$ cat config.mk
export PLATFORM = sky130hd
export DESIGN_NAME = quantum_rr_arbiter
export DESIGN_NICKNAME = d
export VERILOG_FILES = /design/src/rtl/arb_pkg.sv /design/src/rtl/rr_pick.sv /design/src/rtl/quantum_rr_arbiter.sv
export SDC_FILE = /design/constraint.sdc
export NUM_CORES = 1
export LEC_CHECK = 0
export ABC_AREA = 0
export CAP_MARGIN = 20
export CORE_MARGIN = 4
export CORE_UTILIZATION = 49
export DETAILED_ROUTE_END_ITERATION = 10
export PLACE_DENSITY = 0.9
export SLEW_MARGIN = 20
export SYNTH_ARGS = -nofsm -noshare
export SYNTH_HDL_FRONTEND = slang
export SYNTH_SLANG_ARGS = --single-unit
export TNS_END_PERCENT = 20
$ cat constraint.sdc
create_clock -name clk -period 3.71 [get_ports clk]
set_input_delay 0.742 -clock clk [delete_from_list [all_inputs] [get_ports clk]]
set_output_delay 0.742 -clock clk [all_outputs]
set_load 0.005 [all_outputs]
$ cat src/rtl/arb_pkg.sv
// Shared types and helpers for the quantum-weighted round-robin arbiter.
package arb_pkg;

   typedef enum logic {
      ARB_IDLE  = 1'b0,
      ARB_SERVE = 1'b1
   } arb_state_t;

   // Rotating successor of idx among n requesters (n need not be a power of 2).
   function automatic int unsigned rr_inc(input int unsigned idx, input int unsigned n);
      return (idx + 32'd1 >= n) ? 32'd0 : idx + 32'd1;
   endfunction

endpackage

$ cat src/rtl/rr_pick.sv
// Combinational rotating-priority encoder: first eligible index at or after ptr,
// wrapping from NUM_REQS-1 back to 0.
module rr_pick #(
   parameter  int NUM_REQS = 4,
   localparam int IDXW     = $clog2(NUM_REQS)
) (
   input  logic [NUM_REQS-1:0] eligible,
   input  logic [IDXW-1:0]     ptr,
   output logic                found,
   output logic [IDXW-1:0]     idx
);

   always_comb begin
      int          j;
      logic [IDXW-1:0] jj;
      found = 1'b0;
      idx   = '0;
      j     = 0;
      jj    = '0;
      // Walk offsets from farthest to nearest so the nearest eligible one wins last.
      for (int k = NUM_REQS - 1; k >= 0; k--) begin
         j = int'(ptr) + k;
         if (j >= NUM_REQS) j = j - NUM_REQS;
         jj = IDXW'(j);
         if (eligible[jj]) begin
            found = 1'b1;
            idx   = jj;
         end
      end
   end

endmodule

$ cat src/rtl/quantum_rr_arbiter.sv
// Quantum-weighted round-robin arbiter driving the pop vector of a FIFO bank.
// Build option ARB_DEFICIT_CARRY_EN carries unused credit of a drained burst forward.
module quantum_rr_arbiter
   import arb_pkg::*;
#(
   parameter  int NUM_REQS = 4,
   parameter  int QWID     = 4,
   localparam int IDXW     = $clog2(NUM_REQS)
) (
   input  logic                     clk,
   input  logic                     rst,
   input  logic [NUM_REQS-1:0]      reqs,
   input  logic [NUM_REQS*QWID-1:0] quantums,
   output logic [NUM_REQS-1:0]      gnt,
   output logic                     gnt_vld,
   output logic [IDXW-1:0]          gnt_idx,
   output logic                     burst_done
);

`ifdef ARB_DEFICIT_CARRY_EN
   localparam int CW = QWID + 1;
`else
   localparam int CW = QWID;
`endif

   // Handshake: reqs[i] is the valid (FIFO non-empty); gnt[i] is the pop and is only
   // raised while reqs[i] is high in the same cycle, so a word moves when both are 1.

   arb_state_t          state_q, state_d;
   logic [IDXW-1:0]     ptr_q, ptr_d;
   logic [IDXW-1:0]     owner_q, owner_d;
   logic [CW-1:0]       credit_q, credit_d;
   logic                burst_done_q;
   logic                burst_end;

   logic [NUM_REQS-1:0] eligible;
   logic                pick_found;
   logic [IDXW-1:0]     pick_idx;
   logic [QWID-1:0]     q_pick;
   logic [CW-1:0]       start_credit;
   logic                owner_req;
   logic                gnt_on;

   for (genvar g = 0; g < NUM_REQS; g++) begin : g_elig
      assign eligible[g] = reqs[g] && (|quantums[g*QWID +: QWID]);
   end

   rr_pick #(.NUM_REQS(NUM_REQS)) u_pick (
      .eligible (eligible),
      .ptr      (ptr_q),
      .found    (pick_found),
      .idx      (pick_idx)
   );

   assign q_pick    = quantums[pick_idx*QWID +: QWID];
   assign owner_req = reqs[owner_q];
   assign gnt_on    = (state_q == ARB_SERVE) && owner_req && (credit_q != '0);

`ifdef ARB_DEFICIT_CARRY_EN
   logic [NUM_REQS-1:0][QWID:0] deficit_q, deficit_d;
   logic [QWID+1:0]             credit_sum;

   // Quantum plus carried deficit, saturating at the credit register's full scale.
   assign credit_sum   = {2'b00, q_pick} + {1'b0, deficit_q[pick_idx]};
   assign start_credit = credit_sum[QWID+1] ? '1 : credit_sum[QWID:0];
`else
   assign start_credit = q_pick;
`endif

   always_comb begin
      state_d   = state_q;
      ptr_d     = ptr_q;
      owner_d   = owner_q;
      credit_d  = credit_q;
      burst_end = 1'b0;
`ifdef ARB_DEFICIT_CARRY_EN
      deficit_d = deficit_q;
`endif
      case (state_q)
         ARB_IDLE: begin
            if (pick_found) begin
               state_d  = ARB_SERVE;
               owner_d  = pick_idx;
               credit_d = start_credit;
`ifdef ARB_DEFICIT_CARRY_EN
               deficit_d[pick_idx] = '0;
`endif
            end
         end
         ARB_SERVE: begin
            if (gnt_on) credit_d = credit_q - CW'(1);
            // Last pop and a drained FIFO can coincide; either way the exit happens once.
            if ((gnt_on && credit_q == CW'(1)) || !owner_req) begin
               burst_end = 1'b1;
               state_d   = ARB_IDLE;
               ptr_d     = IDXW'(rr_inc(32'(owner_q), NUM_REQS));
`ifdef ARB_DEFICIT_CARRY_EN
               if (!owner_req) deficit_d[owner_q] = credit_q;
`endif
            end
         end
         default: state_d = ARB_IDLE;
      endcase
   end

   always_ff @(posedge clk or negedge rst) begin
      if (!rst) begin
         state_q      <= ARB_IDLE;
         ptr_q        <= '0;
         owner_q      <= '0;
         credit_q     <= '0;
         burst_done_q <= 1'b0;
      end else begin
         state_q      <= state_d;
         ptr_q        <= ptr_d;
         owner_q      <= owner_d;
         credit_q     <= credit_d;
         burst_done_q <= burst_end;
      end
   end

`ifdef ARB_DEFICIT_CARRY_EN
   always_ff @(posedge clk or negedge rst) begin
      if (!rst) deficit_q <= '0;
      else      deficit_q <= deficit_d;
   end
`endif

   always_comb begin
      gnt     = '0;
      gnt_idx = '0;
      if (gnt_on) begin
         gnt[owner_q] = 1'b1;
         gnt_idx      = owner_q;
      end
   end

   assign gnt_vld    = |gnt;
   assign burst_done = burst_done_q;

endmodule

==> results.md <==
- Count of pins over their slew limit: 0
- Sequential cell area fraction in the yosys report: 26.9%
- Placed cells: 149
- Hold_ws: 0.609 ns
- Gr usage total: 22.1%
- Worst EP required: 2.97 ns
- # port buffers: 29
- Reg clk slew, reported paths: 0.07 ns
- Die area: 2660 µm²
- Main synth FF type: dfrtp_1
- Routed Antenna Nets: 0
- Crit path max-delay cell type: mux4_2
- Num Clock Sinks: 10
- Non-Filler Instances: 153
- Fin crit period: 3.56 ns
- Mapped Area: 930 µm²
- Fmax: 281 MHz
- H-tree depth: 1
- First-pass DRT Iterations: 5
- Die width: 51.6 µm
- Synthesized Nets: 120
- Outcome: complete, no violations
- DP HPWL: 2280 µm
- P&R area growth vs syn: 43.1%
- Avg Cell Area, Syn: 10.2 µm²
- Setup Slack @ Placement: -0.0602 ns
- Async SR Flop Fraction: 100%
- Leak pwr: 0.593 nW
- Nets@finish: 158
- Total power: 905 µW
- Pwr Density: 680 nW/µm²
- DRT iter0 DRCs: 30
- HP Class: flip-flop to flip-flop
- DRC Markers: 0
- CP bufs+invs: 2
- Slew HR: 45.5%
- Placed cell area: 1280 µm²
- Largest net degree at the start of global routing: 11
- #FFs+latches synth: 10
- Starting density of the core: 52.7%
- Setup bufs post-CTS: 0
- TritonCTS Buffers: 3
- Register area: 250 µm²
- GP Congestion: 0.773
- Worst endpoint data arrival time: 2.81 ns
- Synth unique cells: 39
- Grt ovf: 0
- Core ar.: 1760 µm²
- Setup CP Type: primary input to output port
- Worst slew pin tran: 0.807 ns
- Die Ht: 51.6 µm
- # rows: 15
- Initial antenna violation count: 0
- DR WL/cell: 18.6 µm
- Setup_tns: 0 ns
- Global-route wire length before repair: 4340 µm
- Crit start category: primary input
- Post-synth EDFFs: 0
- CTS tree: yes
- CTS Root Cell: clkbuf_4
- DR vias: 900
- Diodes inserted: 0
- WL final: 2840 µm
- Final Hold Vio Count: 0
- I/O pin count: 30
- RSZ-0062 raised after global routing: false
- Critical path capture point type: output port
- Top fanout value on the critical path: 6
- Cell count after synthesis: 91
- Design area: 1330 µm²
- Worst-Skew Late Latency: 0.28 ns
- Max Root-Sink Buffers: 2
- Final core utilization: 75.4%
- Fillcell total: 145
- Max IR drop VDD: 493 µV
- Top delay family on crit path: buffers and inverters
- Layout cells sized above 1: 18.0%
- Vias in the first global route: 936
- Clock Skews: 0.00659 ns
- Final setup fails: 0
- Worst Setup Slack, final: 0.154 ns
- Cts hold-fix bufs: 0
- CP max stage delay: 0.53 ns
- Total number of yosys warnings: 0
- Max-cap check violation count: 0
- Tcrit/Tclk final: 95.8%
- Vias per cell: 5.88
- Multi-input logic area: 648 µm²
- CP Cell Sequence: clkdlybuf4s50_1 -> mux4_2 -> o311a_4 -> and2_1 -> or4_1 -> dlygate4sd2_1
## layout by cell type, fill, tap and decap left out, types with 2 or more instances in the layout
cell type	instances
buf_4	7
a21o_1	2
o41ai_2	2
dfrtp_1	10
o22ai_1	2
inv_1	6
and2_1	6
clkbuf_4	3
nand2_1	4
o21ai_0	3
nor2_1	6
ha_1	7
mux2i_1	12
nand3_1	2
clkdlybuf4s50_1	28
o41ai_4	2
o31a_1	2
## cells in the mapped netlist, drive strengths merged (2+ instances only)
| cell | instances | area [µm²] |
|---|---|---|
| inv | 6 | 22.5 |
| o41ai | 4 | 87.6 |
| mux2i | 12 | 120 |
| nand3 | 2 | 10.0 |
| o22ai | 2 | 12.5 |
| nand2 | 4 | 15.0 |
| buf | 2 | 16.3 |
| and2 | 6 | 37.5 |
| o31a | 2 | 17.5 |
| ha | 7 | 87.6 |
| dfrtp | 10 | 250 |
| nor2 | 7 | 28.8 |
| a21o | 2 | 15.0 |
| o21ai | 4 | 20.0 |
## cell type report
class / count / area share (%)
repair buffers: 36 / 25.7
clock buffers: 4 / 2.73
flip-flops and latches: 10 / 18.8
well taps: 25 / 2.35
inverters: 6 / 1.69
multi-input cells: 72 / 48.7
## state kept, by name (all words and copies together), names as in the netlist
name and flops:
burst_done 1, credit_q 4, owner_q 2, ptr_q 2, state_q 1
## final timing paths
check,slack [ns],to,startpoint,cells past startpoint
max in group asynchronous,2.58,state_q$_DFF_PN0_,rst,1
worst min-delay path,0.61,ptr_q[0]$_DFFE_PN0P_,ptr_q[0]$_DFFE_PN0P_,1
worst max-delay path,0.15,gnt_vld,reqs[2],6
min in group asynchronous,0.79,credit_q[1]$_DFFE_PN0P_,rst,1
worst min register to register,0.61,ptr_q[0]$_DFFE_PN0P_,ptr_q[0]$_DFFE_PN0P_,1
worst max register to register,1.56,credit_q[2]$_DFFE_PN0P_,owner_q[0]$_DFFE_PN0P_,7
## worst register-to-register path: cells and delay by family, from the launching register on
kind            cells  cell delay (ns)
compound gates      4             0.55
buf+inv             1             0.16
mux                 1             0.60
flops               1             0.50
simple gates        1             0.23
## metal layers
layer / track usage, % / vias up / part of all wire, %
li1: - / 417 / -
met1: 23.2 / 438 / 36
met2: 42.6 / 37 / 56
met3: 6.02 / 8 / 5.8
met4: 5.68 / 0 / 1.5
met5: 0 / - / 0
## power breakdown
group          total [mW]  internal (mW)  switching [mW]
registers           0.253          0.165          0.0874
logic               0.548          0.290           0.258
clock network       0.104         0.0598          0.0440
## kinds of logic after synthesis
logic type	Yosys count	synth area share, %
DFF	10	26.9
AOI/OAI and AO/OA	25	27.1
buffers and inverters	9	4.57
muxes	14	16.6
and+or+nand+nor	26	15.5
adders and majority gates	7	9.42
## repair_timing
action | in CTS | in global routing
setup endpoints to repair | 1 | 0
resized for setup | 2 | 0
endpoints found under the hold margin | 0 | 0
Note: power is estimated with default switching activity, not from simulation.
